`config.mk`:
```
export PLATFORM = sky130hd
export DESIGN_NAME = pipelined_alu
export DESIGN_NICKNAME = d
export VERILOG_FILES = /design/src/rtl/alu_pkg.sv /design/src/rtl/alu_seq_mul.sv /design/src/rtl/pipelined_alu.sv
export SDC_FILE = /design/constraint.sdc
export NUM_CORES = 1
export LEC_CHECK = 0
export ABC_AREA = 0
export ABC_CLOCK_PERIOD_IN_PS = 4400
export CORE_AREA = 2 2 61 63
export CTS_BUF_LIST = sky130_fd_sc_hd__clkbuf_2
export CTS_CLUSTER_SIZE = 12
export DETAILED_ROUTE_END_ITERATION = 7
export DIE_AREA = 0 0 63 65
export HOLD_SLACK_MARGIN = 0.15
export PLACE_DENSITY = 0.87
export SLEW_MARGIN = 15
export SYNTH_ARGS = -nofsm -noshare
export SYNTH_HDL_FRONTEND = slang
export SYNTH_SLANG_ARGS = --single-unit
```
`constraint.sdc`:
```
create_clock -name clk -period 4.4 [get_ports clk]
set_input_delay 0.88 -clock clk [delete_from_list [all_inputs] [get_ports clk]]
set_output_delay 0.88 -clock clk [all_outputs]
set_load 0.01 [all_outputs]
```
`src/rtl/alu_pkg.sv`:
```
`default_nettype none
// ============================================================================
//  Module      : alu_pkg
//  Description : Shared types and constants for the pipelined ALU: opcode
//                encoding, control state encoding and the illegal-opcode
//                result pattern (all ones across the 2*WIDTH result).
//  Revision    : 1.0 - initial release
// ============================================================================
package alu_pkg;

    // Widest result the illegal-pattern helper can build (supports WIDTH <= 64).
    localparam int unsigned c_max_result_w = 128;

    typedef enum logic [2:0] {
        OP_ADD  = 3'b000,
        OP_SUB  = 3'b001,
        OP_AND  = 3'b010,
        OP_OR   = 3'b011,
        OP_XOR  = 3'b100,
        OP_MUL  = 3'b101,
        OP_XNOR = 3'b110,
        OP_ILL  = 3'b111
    } alu_op_e;

    typedef enum logic [0:0] {
        ST_IDLE = 1'b0,
        ST_BUSY = 1'b1
    } alu_state_e;

    // All-ones pattern over the low 2*width bits; callers slice the
    // 2*WIDTH bits they need.
    function automatic logic [c_max_result_w-1:0] alu_illegal_result(input int unsigned width);
        logic [c_max_result_w-1:0] v;
        v = '0;
        for (int unsigned i = 0; i < c_max_result_w; i++) begin
            if (i < 2 * width) begin
                v[i] = 1'b1;
            end
        end
        return v;
    endfunction

endpackage : alu_pkg
`default_nettype wire

```
`src/rtl/alu_seq_mul.sv`:
```
`default_nettype none
// ============================================================================
//  Module      : alu_seq_mul
//  Description : Iterative unsigned shift-add multiplier. A start pulse
//                captures the operands; one partial product is accumulated
//                per cycle for WIDTH cycles. done pulses combinationally on
//                the last iteration with the final product on product, so
//                the caller registers the result on that same edge.
//                Only instantiated when ALU_MUL_EN is defined.
//  Ports       : clk, rst        - clock, synchronous active-high reset
//                start           - capture a/b and begin iterating
//                a, b            - WIDTH-bit unsigned operands
//                done            - last-iteration strobe
//                product         - 2*WIDTH-bit product, valid with done
//  Revision    : 1.0 - initial release
// ============================================================================
module alu_seq_mul
    import alu_pkg::*;
#(
    parameter int WIDTH = 8
) (
    input  logic                 clk,
    input  logic                 rst,
    input  logic                 start,
    input  logic [WIDTH-1:0]     a,
    input  logic [WIDTH-1:0]     b,
    output logic                 done,
    output logic [2*WIDTH-1:0]   product
);

    localparam int                 c_cnt_w = (WIDTH > 1) ? $clog2(WIDTH) : 1;
    localparam logic [c_cnt_w-1:0] c_last  = c_cnt_w'(WIDTH - 1);

    logic                 r_busy;
    logic [c_cnt_w-1:0]   r_cnt;
    logic [2*WIDTH-1:0]   r_mcand;   // multiplicand, shifted left each step
    logic [WIDTH-1:0]     r_mplier;  // multiplier, shifted right each step
    logic [2*WIDTH-1:0]   r_acc;

    logic [2*WIDTH-1:0]   w_partial;
    logic [2*WIDTH-1:0]   w_acc_next;

    assign w_partial  = r_mplier[0] ? r_mcand : '0;
    assign w_acc_next = r_acc + w_partial;

    // Exposing the next accumulator value lets the product land in the
    // output register on the final iteration edge without an extra cycle.
    assign done    = r_busy && (r_cnt == c_last);
    assign product = w_acc_next;

    always_ff @(posedge clk) begin
        if (rst) begin
            r_busy   <= 1'b0;
            r_cnt    <= '0;
            r_mcand  <= '0;
            r_mplier <= '0;
            r_acc    <= '0;
        end else if (start) begin
            r_busy   <= 1'b1;
            r_cnt    <= '0;
            r_mcand  <= {{WIDTH{1'b0}}, a};
            r_mplier <= b;
            r_acc    <= '0;
        end else if (r_busy) begin
            r_acc    <= w_acc_next;
            r_mcand  <= {r_mcand[2*WIDTH-2:0], 1'b0};
            r_mplier <= {1'b0, r_mplier[WIDTH-1:1]};
            if (done) begin
                r_busy <= 1'b0;
                r_cnt  <= '0;
            end else begin
                r_cnt  <= r_cnt + c_cnt_w'(1);
            end
        end
    end

endmodule : alu_seq_mul
`default_nettype wire

```
`src/rtl/pipelined_alu.sv`:
```
`default_nettype none
// ============================================================================
//  Module      : pipelined_alu
//  Description : Parametrised ALU with valid/ready input and output
//                handshakes. Logic and add/subtract ops complete in one
//                cycle; MUL runs on the iterative alu_seq_mul over WIDTH
//                cycles. Result and flags are held under back-pressure.
//  Config      : ALU_MUL_EN - when defined, the multiplier and BUSY state
//                are built in. When undefined, MUL (101) behaves exactly
//                like the illegal opcode (all-ones result, err=1).
//  Ports       : clk, rst              - clock, sync active-high reset
//                in_valid / in_ready   - operand handshake
//                a, b, opcode          - WIDTH-bit operands, 3-bit op
//                out_valid / out_ready - result handshake
//                result                - 2*WIDTH-bit result
//                zero, carry, ovf, err - status flags (with out_valid)
//  Revision    : 1.0 - initial release
// ============================================================================
module pipelined_alu
    import alu_pkg::*;
#(
    parameter int WIDTH = 8     // operand width, >= 2 and <= 64
) (
    input  logic                 clk,
    input  logic                 rst,
    input  logic                 in_valid,
    output logic                 in_ready,
    input  logic [WIDTH-1:0]     a,
    input  logic [WIDTH-1:0]     b,
    input  logic [2:0]           opcode,
    output logic                 out_valid,
    input  logic                 out_ready,
    output logic [2*WIDTH-1:0]   result,
    output logic                 zero,
    output logic                 carry,
    output logic                 ovf,
    output logic                 err
);

    localparam logic [c_max_result_w-1:0] c_illegal_full = alu_illegal_result(WIDTH);
    localparam logic [2*WIDTH-1:0]        c_illegal      = c_illegal_full[2*WIDTH-1:0];

    alu_state_e           r_state;
    logic                 r_out_valid;
    logic [2*WIDTH-1:0]   r_result;
    logic                 r_zero;
    logic                 r_carry;
    logic                 r_ovf;
    logic                 r_err;

    logic                 w_accept;
    logic                 w_is_mul;
    logic                 w_mul_done;
    logic [2*WIDTH-1:0]   w_mul_product;

    logic [WIDTH:0]       w_sum;
    logic [2*WIDTH-1:0]   w_diff;
    logic [2*WIDTH-1:0]   w_res;
    logic                 w_carry;
    logic                 w_ovf;
    logic                 w_err;
    logic                 w_zero;

    // ------------------------------------------------------------------
    // Handshake
    // ------------------------------------------------------------------
    assign in_ready = (r_state == ST_IDLE) && (!r_out_valid || out_ready);
    assign w_accept = in_valid && in_ready;

    // ------------------------------------------------------------------
    // Optional iterative multiplier
    // ------------------------------------------------------------------
`ifdef ALU_MUL_EN
    assign w_is_mul = (opcode == OP_MUL);

    alu_seq_mul #(
        .WIDTH   (WIDTH)
    ) u_seq_mul (
        .clk     (clk),
        .rst     (rst),
        .start   (w_accept && w_is_mul),
        .a       (a),
        .b       (b),
        .done    (w_mul_done),
        .product (w_mul_product)
    );
`else
    // MUL decodes as illegal in the single-cycle path below.
    assign w_is_mul      = 1'b0;
    assign w_mul_done    = 1'b0;
    assign w_mul_product = '0;
`endif

    // ------------------------------------------------------------------
    // Single-cycle operations
    // ------------------------------------------------------------------
    assign w_sum  = {1'b0, a} + {1'b0, b};
    assign w_diff = {{WIDTH{1'b0}}, a} - {{WIDTH{1'b0}}, b};

    always_comb begin
        w_res   = '0;
        w_carry = 1'b0;
        w_ovf   = 1'b0;
        w_err   = 1'b0;
        case (opcode)
            OP_ADD: begin
                w_res   = {{(WIDTH-1){1'b0}}, w_sum};
                w_carry = w_sum[WIDTH];
                // Like-signed operands with a differently-signed sum.
                w_ovf   = (a[WIDTH-1] == b[WIDTH-1]) && (w_sum[WIDTH-1] != a[WIDTH-1]);
            end
            OP_SUB: begin
                w_res   = w_diff;
                w_carry = (a < b);
                // Unlike-signed operands with the result sign flipped from a.
                w_ovf   = (a[WIDTH-1] != b[WIDTH-1]) && (w_diff[WIDTH-1] != a[WIDTH-1]);
            end
            OP_AND:  w_res = {{WIDTH{1'b0}}, a & b};
            OP_OR:   w_res = {{WIDTH{1'b0}}, a | b};
            OP_XOR:  w_res = {{WIDTH{1'b0}}, a ^ b};
            OP_XNOR: w_res = {{WIDTH{1'b0}}, ~(a ^ b)};
            default: begin
                // Illegal opcode, and MUL when the multiplier is not built.
                w_res = c_illegal;
                w_err = 1'b1;
            end
        endcase
    end

    assign w_zero = !w_err && (w_res == '0);

    // ------------------------------------------------------------------
    // Control state and output register
    // ------------------------------------------------------------------
    always_ff @(posedge clk) begin
        if (rst) begin
            r_state     <= ST_IDLE;
            r_out_valid <= 1'b0;
            r_result    <= '0;
            r_zero      <= 1'b0;
            r_carry     <= 1'b0;
            r_ovf       <= 1'b0;
            r_err       <= 1'b0;
        end else begin
            if (w_mul_done) begin
                r_state     <= ST_IDLE;
                r_out_valid <= 1'b1;
                r_result    <= w_mul_product;
                r_zero      <= (w_mul_product == '0);
                r_carry     <= 1'b0;
                r_ovf       <= 1'b0;
                r_err       <= 1'b0;
            end else if (w_accept && w_is_mul) begin
                // Any previous result drains on this edge; nothing new is
                // presented until the multiply completes.
                r_state     <= ST_BUSY;
                r_out_valid <= 1'b0;
            end else if (w_accept) begin
                r_out_valid <= 1'b1;
                r_result    <= w_res;
                r_zero      <= w_zero;
                r_carry     <= w_carry;
                r_ovf       <= w_ovf;
                r_err       <= w_err;
            end else if (r_out_valid && out_ready) begin
                r_out_valid <= 1'b0;
            end
        end
    end

    assign out_valid = r_out_valid;
    assign result    = r_result;
    assign zero      = r_zero;
    assign carry     = r_carry;
    assign ovf       = r_ovf;
    assign err       = r_err;

endmodule : pipelined_alu
`default_nettype wire
```
### Word-level counts from Yosys, hierarchy flattened

Index checks and enable logic that the tools add are counted.

| word-level totals | value |
|---|---|
| register bits after elaboration | 21 |
| bits of input ports | 23 |
| logic and storage cells | 39 |

| operators by class | value |
|---|---|
| add/subtract/negate cells | 2 |
| magnitude comparators | 1 |
| eq/ne operators | 9 |
| mux-type cells | 6 |
| bitwise operators | 4 |
| reduce and logical (&&, ||, !) cells | 11 |

Operators by type and width:

| operator | number |
|---|---|
| $pmux W16 S6 | 1 |
| $logic_not A16 Y1 | 1 |
| $add A8 B8 Y9 | 1 |
| $sub A8 B8 Y9 | 1 |
| $and A8 B8 Y8 | 1 |
| $lt A8 B8 Y1 | 1 |
| $not A8 Y8 | 1 |
| $or A8 B8 Y8 | 1 |
| $xor A8 B8 Y8 | 1 |
| $eq A3 B2 Y1 const B | 2 |
| $eq A3 B3 Y1 const B | 2 |
| $reduce_or A6 Y1 | 1 |
| $logic_and A1 B1 Y1 | 5 |
| $pmux W1 S2 | 2 |
| $eq A3 B1 Y1 const B | 1 |
| $logic_not A3 Y1 | 1 |
| $mux W1 | 3 |
| $ne A1 B1 Y1 | 3 |
| $reduce_bool A2 Y1 | 1 |
| $eq A1 B1 Y1 | 1 |
| $logic_not A1 Y1 | 1 |
| $logic_or A1 B1 Y1 | 1 |

### Depth between registers and ports, before layout

Gate-level depths: netlist of the first run.

| depth | value |
|---|---|
| depth in word-level cells | 5 |
| mapped depth | 11 |
| mapped depth without buffers | 11 |

### Least setup slack after synthesis of the first run

No wires, ideal clock.

| timing | value |
|---|---|
| kind | input -> register |
| from | input b[1] |
| to | register r_result[7], in the netlist result[7] |
| arrival time | 2.523 ns |
| required time | 4.262 ns |
| setup slack | 1.739 ns |
| cell stages on the path | 9 |
| path buffers | 0 |
| path through | inv_1 -> ha_1 -> o21bai_1 -> nand2_1 -> o211a_1 -> o31a_1 -> a221o_1 -> a21oi_1 -> a211oi_1 |

| on the way | value |
|---|---|
| word-level cells in the longest chain between the ends | 2 |

RTL lines:

| element | RTL line | text |
|---|---|---|
| start, declared | pipelined_alu.sv:29 | `input logic [WIDTH-1:0] b,` |
| $sub A8 B8 Y9 or $add A8 B8 Y9 (tied branches) | pipelined_alu.sv:98, pipelined_alu.sv:97 |  |
| $pmux W16 S6 * | pipelined_alu.sv:105 | `case (opcode)` |
| end signal, assigned | pipelined_alu.sv:148 | `r_result <= w_mul_product;` |
| end signal, assigned | pipelined_alu.sv:160 | `r_result <= w_res;` |
| end, declared | pipelined_alu.sv:45 | `logic [2*WIDTH-1:0] r_result;` |

Mark *: on every way between the ends. The rest lies on a longest branch, timed or not.
A chain may end at the register's enable or synchronous reset.

### Final worst setup path of the first run

| timing | value |
|---|---|
| from | input a[1] |
| to | register r_result[7], in the netlist result[7] |

| on the way | value |
|---|---|
| word-level cells in the longest chain between the ends | 2 |

RTL lines:

| element | RTL line | text |
|---|---|---|
| start, declared | pipelined_alu.sv:28 | `input logic [WIDTH-1:0] a,` |
| $sub A8 B8 Y9 or $add A8 B8 Y9 (tied branches) | pipelined_alu.sv:98, pipelined_alu.sv:97 |  |
| $pmux W16 S6 * | pipelined_alu.sv:105 |  |

Marked as above.

==> results of run 1 <==
## per-stage QoR
stage	power, mW	worst slack, ns	instance area (um2)	utilization [%]	hold slack (ns)
after CTS	0.4342	1.210	2253	64.46	0.5022
after floorplan	0.3031	1.739	1864	-	0.4939
after global routing	0.4674	1.040	2253	64.46	0.5306
after detailed placement	0.3705	0.8700	2233	63.89	0.4761
final	0.4339	1.147	2253	64.46	0.4925
after global placement	0.3652	0.9199	2233	63.89	0.4645
## synth_stat cells (5+ instances only)
cell type and count:
nand2_1 19, a211oi_1 7, o21ai_0 21, nor3_1 6, buf_4 11, xnor2_1 5, dfxtp_1 15, inv_1 28
nor2_1 28, ha_1 25, a21oi_1 20
## cell type report
type,count,area [um2]
clock buffer,3,15.01
clock inverter,1,5.005
fill,322,1242
inverter,29,108.9
multi-input combinational,188,1309
sequential,15,300.3
tap,48,60.06
timing repair buffer,46,455.4
## where the power goes
part	switching (mW)	total [mW]	internal (mW)
Combinational	0.117	0.219	0.102
Sequential	0.00515	0.151	0.146
Clock	0.0438	0.0644	0.0205
Total	0.166	0.434	0.268
## cells by family after synthesis
| kind of cell | after synthesis | synth area share, % |
|---|---|---|
| compound gates | 79 | 28.46 |
| xor+xnor | 8 | 3.759 |
| fa+ha+maj | 27 | 18.93 |
| buf+inv | 50 | 13.69 |
| flops | 15 | 16.11 |
| mux | 2 | 1.074 |
| simple gates | 72 | 17.99 |
## worst min path at each step
stage / startpoint / endpoint / slack (ns)
5_1_grt: err / err / 0.53
4_1_cts: ovf / ovf / 0.50
3_3_place_gp: ovf / ovf / 0.46
6_report: ovf / ovf / 0.49
3_5_place_dp: err / err / 0.48
2_1_floorplan: ovf / ovf / 0.49
## worst reg2reg max path: stages (launching register included)
cell	delay (ns)
dfxtp_1	0.33
nand2b_1	0.12
and2_1	0.15
buf_4	0.21
o21ai_0	0.13
a41oi_1	0.24
o21a_1	0.20
and4_1	0.18
a31o_1	0.13
## metal layers
| layer | global-route usage [%] | up-vias | share of wire [%] |
|---|---|---|---|
| met4 | 9.722 | 0 | 1.8 |
| li1 | - | 933 | - |
| met1 | 26.19 | 833 | 44 |
| met5 | 0 | - | 0 |
| met3 | 2.257 | 9 | 5.9 |
| met2 | 39.23 | 71 | 48 |
## flip-flops by register name, indices dropped and copies added, names as in the netlist
signal	cells
ovf	1
result	10
out_valid	1
err	1
zero	1
carry	1
==> metrics.md, run 1 <==
| Metric | Value |
|---|---|
| Vias in the first global route | `1751` |
| RSZ-0062 raised after global routing | `false` |
| Cell Rows | `22` |
| Kind of critical path | `in -> reg` |
| GR Util All Layers | `about 22%` |
| CP startpoint kind | `primary input` |
| Clk slew on worst S/H paths | `0.14 ns` |
| Slew Limit Headroom | `approximately half` |
| Commonest cells after routing, fill and taps aside | `44 x clkdlybuf4s50_1, 28 x inv_1, 28 x nor2_1` |
| Crit path arrival time | `3.43 ns` |
| Post-synth EDFFs | `0` |
| Crit path buffers/inverters | `2` |
| Share of layout cells above drive strength 1 | `4.965%` |
| Starting Density | `53.33%` |
| Run status | `finished, final reports clean` |
| Slowest Stage Delay on Critical Path | `roughly 0.56 ns` |
| Number of distinct library cells after synthesis | `51` |
| H-Tree Level Count | `1` |
| Ys async rst share | `0%` |
| Hold depth | `2` |
| R2R cell count | `8` |
| Worst R2R End | `zero` |
| End of the critical path | `result[7]` |
| Synth Flop Type | `dfxtp_1` |
| Hold-fix buffers, CTS | `0` |
| Slowest cell on crit path | `clkdlybuf4s50_1` |
| R2R setup slack | `2.68 ns` |
| Crit path from | `a[1]` |
| Die X-Extent | `63 um` |
| Post_cts resized | `0` |
| DPL Wire Length | `3321 um` |
| First-pass GRT wire length | `about 7400 um` |
| Dominant cells by area after synthesis | `ha_1 17%, dfxtp_1 16%, inv_1 5.6%, nor2_1 5.6%, o21ai_0 5.6%` |
| Final Hold Fails | `0` |
| Delay-heaviest family, CP | `compound AO/OA/AOI/OAI gates` |
| Non-Filler Instances | `330` |
| Fin. max-slew vios | `0` |
| CTS tree | `done` |
| Crit path capture type | `flip-flop` |
| Ports | `45` |
| GPL Wtd Cong | `0.9497` |
| Total vias in the final route | `1846` |
| Post-Syn Nets | `303` |
| Min Tclk post-route | `3.253 ns` |
| CP required | `4.58 ns` |
| Dominant cell type by area after synthesis | `ha_1` |
| Die area | `4095 um2` |
| Share of the yosys chip area belonging to registers | `16.11%` |
| Drt drc | `0` |
| CP Max Fanout | `4` |
| IO buf count | `44` |
| Final setup TNS | `0 ns` |
| Post-synth top area share | `16.78%` |
| Diode count | `0` |
| Die height | `between 60 and 70 um` |
| DRT iter0 DRCs | `between 80 and 90` |
| Leak | `0.9682 nW` |
| Global route overflow | `0` |
| Clock sinks | `15` |
| Core area | `approximately 3500 um2` |
| Dpl cells | `326` |
| Register bit total from synthesis | `15` |
| Via/cell ratio | `5.594` |
| Crit path cell chain | `clkdlybuf4s50_1, inv_1, ha_1, a21oi_1, nor2_1, a311oi_2, o21ai_0, a221o_1, a21oi_1, a211oi_1` |
| Origin of the critical flop-to-flop path | `out_valid` |
| Synth warn | `0` |
| Syn Area/Cell | `7.369 um2` |
| Clk Latency, worst-skew pair | `0.30 ns` |
| Clock Path Buffers | `2` |
| Worst-case vdd ir drop | `0.07980 mV` |
| Netlist Area Pre-Place | `1864 um2` |
| Final Net Count | `333` |
| Area growth syn-to-layout | `20.87%` |
| Post-DRT Antenna Nets | `0` |
| Drt pass-1 iters | `4` |
| Leading cell type in the layout, fill and taps excluded | `clkdlybuf4s50_1` |
| Routed WL | `4166 um` |
| Slew @ Worst Pin | `between 0.7 and 0.8 ns` |
| Hold Path Class | `reg -> reg` |
| Power per cell area | `between 150 and 200 nW/um2` |
| Clk_skew | `0.01074 ns` |
| Antenna violations before repair | `0` |
| Cts bufs inserted | `3` |
| Root buf cell | `clkbuf_2` |
| Avg WL per Cell | `12.62 um` |
| Post-Syn Instances | `253` |
| Instance count on the critical path | `10` |
| Largest net degree at the start of global routing | `36` |
| Fin crit share | `73.92%` |
| Most frequent CP cell | `a21oi_1` |
| Max Freq | `307.5 MHz` |
| Setup violations, final | `0` |
| Setup Buffers After CTS | `0` |
| Max Cap Violations | `0` |
(Power assumes the default switching activity.)
==> run 2, diff against run 1 <==
--- a/config.mk
+++ b/config.mk
@@ -6,14 +6,14 @@
 export NUM_CORES = 1
 export LEC_CHECK = 0
 export ABC_AREA = 0
-export ABC_CLOCK_PERIOD_IN_PS = 4400
-export CORE_AREA = 2 2 61 63
+export ABC_CLOCK_PERIOD_IN_PS = 2900
+export CORE_AREA = 2 2 66 68
 export CTS_BUF_LIST = sky130_fd_sc_hd__clkbuf_2
 export CTS_CLUSTER_SIZE = 12
 export DETAILED_ROUTE_END_ITERATION = 7
-export DIE_AREA = 0 0 63 65
+export DIE_AREA = 0 0 68 70
 export HOLD_SLACK_MARGIN = 0.15
-export PLACE_DENSITY = 0.87
+export PLACE_DENSITY = 0.78
 export SLEW_MARGIN = 15
 export SYNTH_ARGS = -nofsm -noshare
 export SYNTH_HDL_FRONTEND = slang
==> constraint.sdc (replaced) <==
create_clock -name clk -period 2.9 [get_ports clk]
set_input_delay 0.58 -clock clk [delete_from_list [all_inputs] [get_ports clk]]
set_output_delay 0.58 -clock clk [all_outputs]
set_load 0.01 [all_outputs]
==> run 2 against run 1 <==
Effect of this change: register-to-register slack lost 1.3 ns; critical path depth down 1; first-iteration DRC count rose by 33%; routed wire length is 4.7% higher; critical endpoint is now zero; largest cell class unchanged; highest routed layer unchanged.
==> metrics.md, run 2 (synthesis results as in run 1) <==
| Metric | Value |
|---|---|
| CP Max Fanout | `8` |
| DPL Wire Length | `3739 um` |
| R2R cell count | `7` |
| Worst Hold End | `ovf` |
| GR Util All Layers | `19.29%` |
| Clock Path Buffers | `2` |
| Diode count | `0` |
| Origin of the critical flop-to-flop path | `out_valid` |
| Fin. max-slew vios | `0` |
| Non-Filler Instances | `367` |
| IO buf count | `44` |
| CP required | `3.14 ns` |
| Crit path cell chain | `clkdlybuf4s50_1, inv_1, ha_1, nand2b_1, o211a_1, o31a_1, a221o_1, a21oi_1, a31o_1` |
| Kind of critical path | `in -> reg` |
| Placed cell area | `2486 um2` |
| Run status | `finished, final reports clean` |
| Slew @ Worst Pin | `a little under 0.4 ns` |
| Layer with the highest usage | `met2` |
| Crit path buffers/inverters | `2` |
| Ports | `45` |
| Die height | `~70 um` |
| Slowest Stage Delay on Critical Path | `0.48 ns` |
| Crit path capture type | `flip-flop` |
| Design Area, Final | `approximately 2500 um2` |
| Drt drc | `0` |
| Post_cts resized | `0` |
| Cell Rows | `24` |
| Root buf cell | `clkbuf_2` |
| CTS tree | `done` |
| Commonest cells after routing, fill and taps aside | `44 x clkdlybuf4s50_1, 35 x buf_4, 28 x inv_1, 28 x nor2_1, 25 x ha_1` |
| Drt pass-1 iters | `4` |
| Global route overflow | `0` |
| R2R setup slack | `1.41 ns` |
| Leading cell type in the layout, fill and taps excluded | `clkdlybuf4s50_1` |
| GPL Wtd Cong | `between 0.8 and 0.9` |
| Leak | `1.129 nW` |
| Final Hold Fails | `0` |
| Dpl cells | `363` |
| Slew Limit Headroom | `73.59%` |
| RSZ-0062 raised after global routing | `false` |
| Worst Setup Slack, final | `0.1509 ns` |
| Vias in the first global route | `1799` |
| Worst R2R End | `zero` |
| Hold Path Class | `reg -> reg` |
| Min Tclk post-route | `around 2.7 ns` |
| Die X-Extent | `~68 um` |
| Max Cap Violations | `0` |
| Max FFs per register | `10` |
| Clk slew on worst S/H paths | `0.15 ns` |
| Final setup TNS | `0 ns` |
| M1 GR Usage | `about a quarter` |
| Starting Density | `44.99%` |
| DRT iter0 DRCs | `113` |
| CP startpoint kind | `primary input` |
| H-Tree Level Count | `1` |
| Setup Buffers After CTS | `0` |
| Largest net degree at the start of global routing | `22` |
| Clk_skew | `0.01224 ns` |
| Die area | `4760 um2` |
| First-pass GRT wire length | `about 7500 um` |
| M3 GR Usage | `1.449%` |
| Fin crit share | `94.79%` |
| Share of layout cells above drive strength 1 | `14.92%` |
| Hold-fix buffers, CTS | `0` |
| DP Worst Slack | `-0.1365 ns` |
| Via/cell ratio | `5.226` |
| Final Net Count | `366` |
| Setup violations, final | `0` |
| Met2 Use GR | `between 30 and 40%` |
| Total vias in the final route | `between 1500 and 2000` |
| Routed WL | `4363 um` |
| Area growth syn-to-layout | `34.43%` |
| Slowest cell on crit path | `clkdlybuf4s50_1` |
| Avg WL per Cell | `11.89 um` |
| Worst-case vdd ir drop | `0.1039 mV` |
| Delay-heaviest family, CP | `compound AO/OA/AOI/OAI gates` |
| Core area | `slightly above 4000 um2` |
| Power per cell area | `281.5 nW/um2` |
| Cts bufs inserted | `3` |
| Clk Latency, worst-skew pair | `0.28 ns` |
| Antenna violations before repair | `0` |
| Hold depth | `2` |
| Filler Cells Inserted | `about 380` |
| Hold_sp | `ovf` |
| Max Freq | `approximately 360 MHz` |
| Power consumption | `between 0.7 and 0.8 mW` |
| Crit path arrival time | `2.99 ns` |
| Clock sinks | `15` |
| Post-DRT Antenna Nets | `0` |
## run 2: cell count changes in the layout (fill, tap and decap cells not counted), sizes merged
cell / previous run / this run
buf: 2 / 35
## run 2: layout make-up
| type | instances | area [um2] | area share (%) |
|---|---|---|---|
| inverters | 29 | 108.9 | 4.343 |
| clock inverters | 1 | 5.005 | 0.1997 |
| multi-input cells | 188 | 1309 | 52.22 |
| well taps | 52 | 65.06 | 2.596 |
| repair buffers | 79 | 703.2 | 28.06 |
| flip-flops and latches | 15 | 300.3 | 11.98 |
| clock buffers | 3 | 15.01 | 0.5991 |
## run 2: worst max path at each step
stage                     start         to  slack [ns]  depth (start not counted)
after floorplan            b[1]  result[7]        0.54                          9
after global placement     b[3]  result[7]       -0.15                          9
after detailed placement   b[0]       zero       -0.14                         12
after CTS                  b[0]       zero        0.17                         12
after global routing       b[4]       zero        0.01                         11
final                      a[3]       zero        0.15                          9
## run 2: routing by layer
| layer | wire [um] | up-vias |
|---|---|---|
| met1 | 1956 | 857 |
| met2 | 2159 | 62 |
| met5 | 0 | - |
| met4 | 18 | 0 |
| met3 | 228 | 2 |
| li1 | - | 997 |
## run 2: where the power goes
group	internal [mW]	switching, mW	total, mW	leakage [nW]
Clock	0.0312	0.0639	0.0951	0.0164
Combinational	0.197	0.184	0.381	0.988
Sequential	0.221	0.00805	0.229	0.124
Total	0.449	0.256	0.705	1.13
## run 2: stage by stage
stage / hold WS (ns) / util [%]
after floorplan: 0.4939 / -
after global placement: 0.4610 / 59.99
after detailed placement: 0.4720 / 59.99
after CTS: 0.4913 / 60.48
after global routing: 0.5343 / 60.48
final: 0.4904 / 60.48
## run 2: worst reg2reg max path: stages (launching register included)
cell      delay [ns]
dfxtp_1         0.34
nand2b_1        0.12
and2_1          0.19
o21ai_0         0.10
a41oi_1         0.22
o21a_1          0.18
and4_1          0.18
a31o_1          0.13
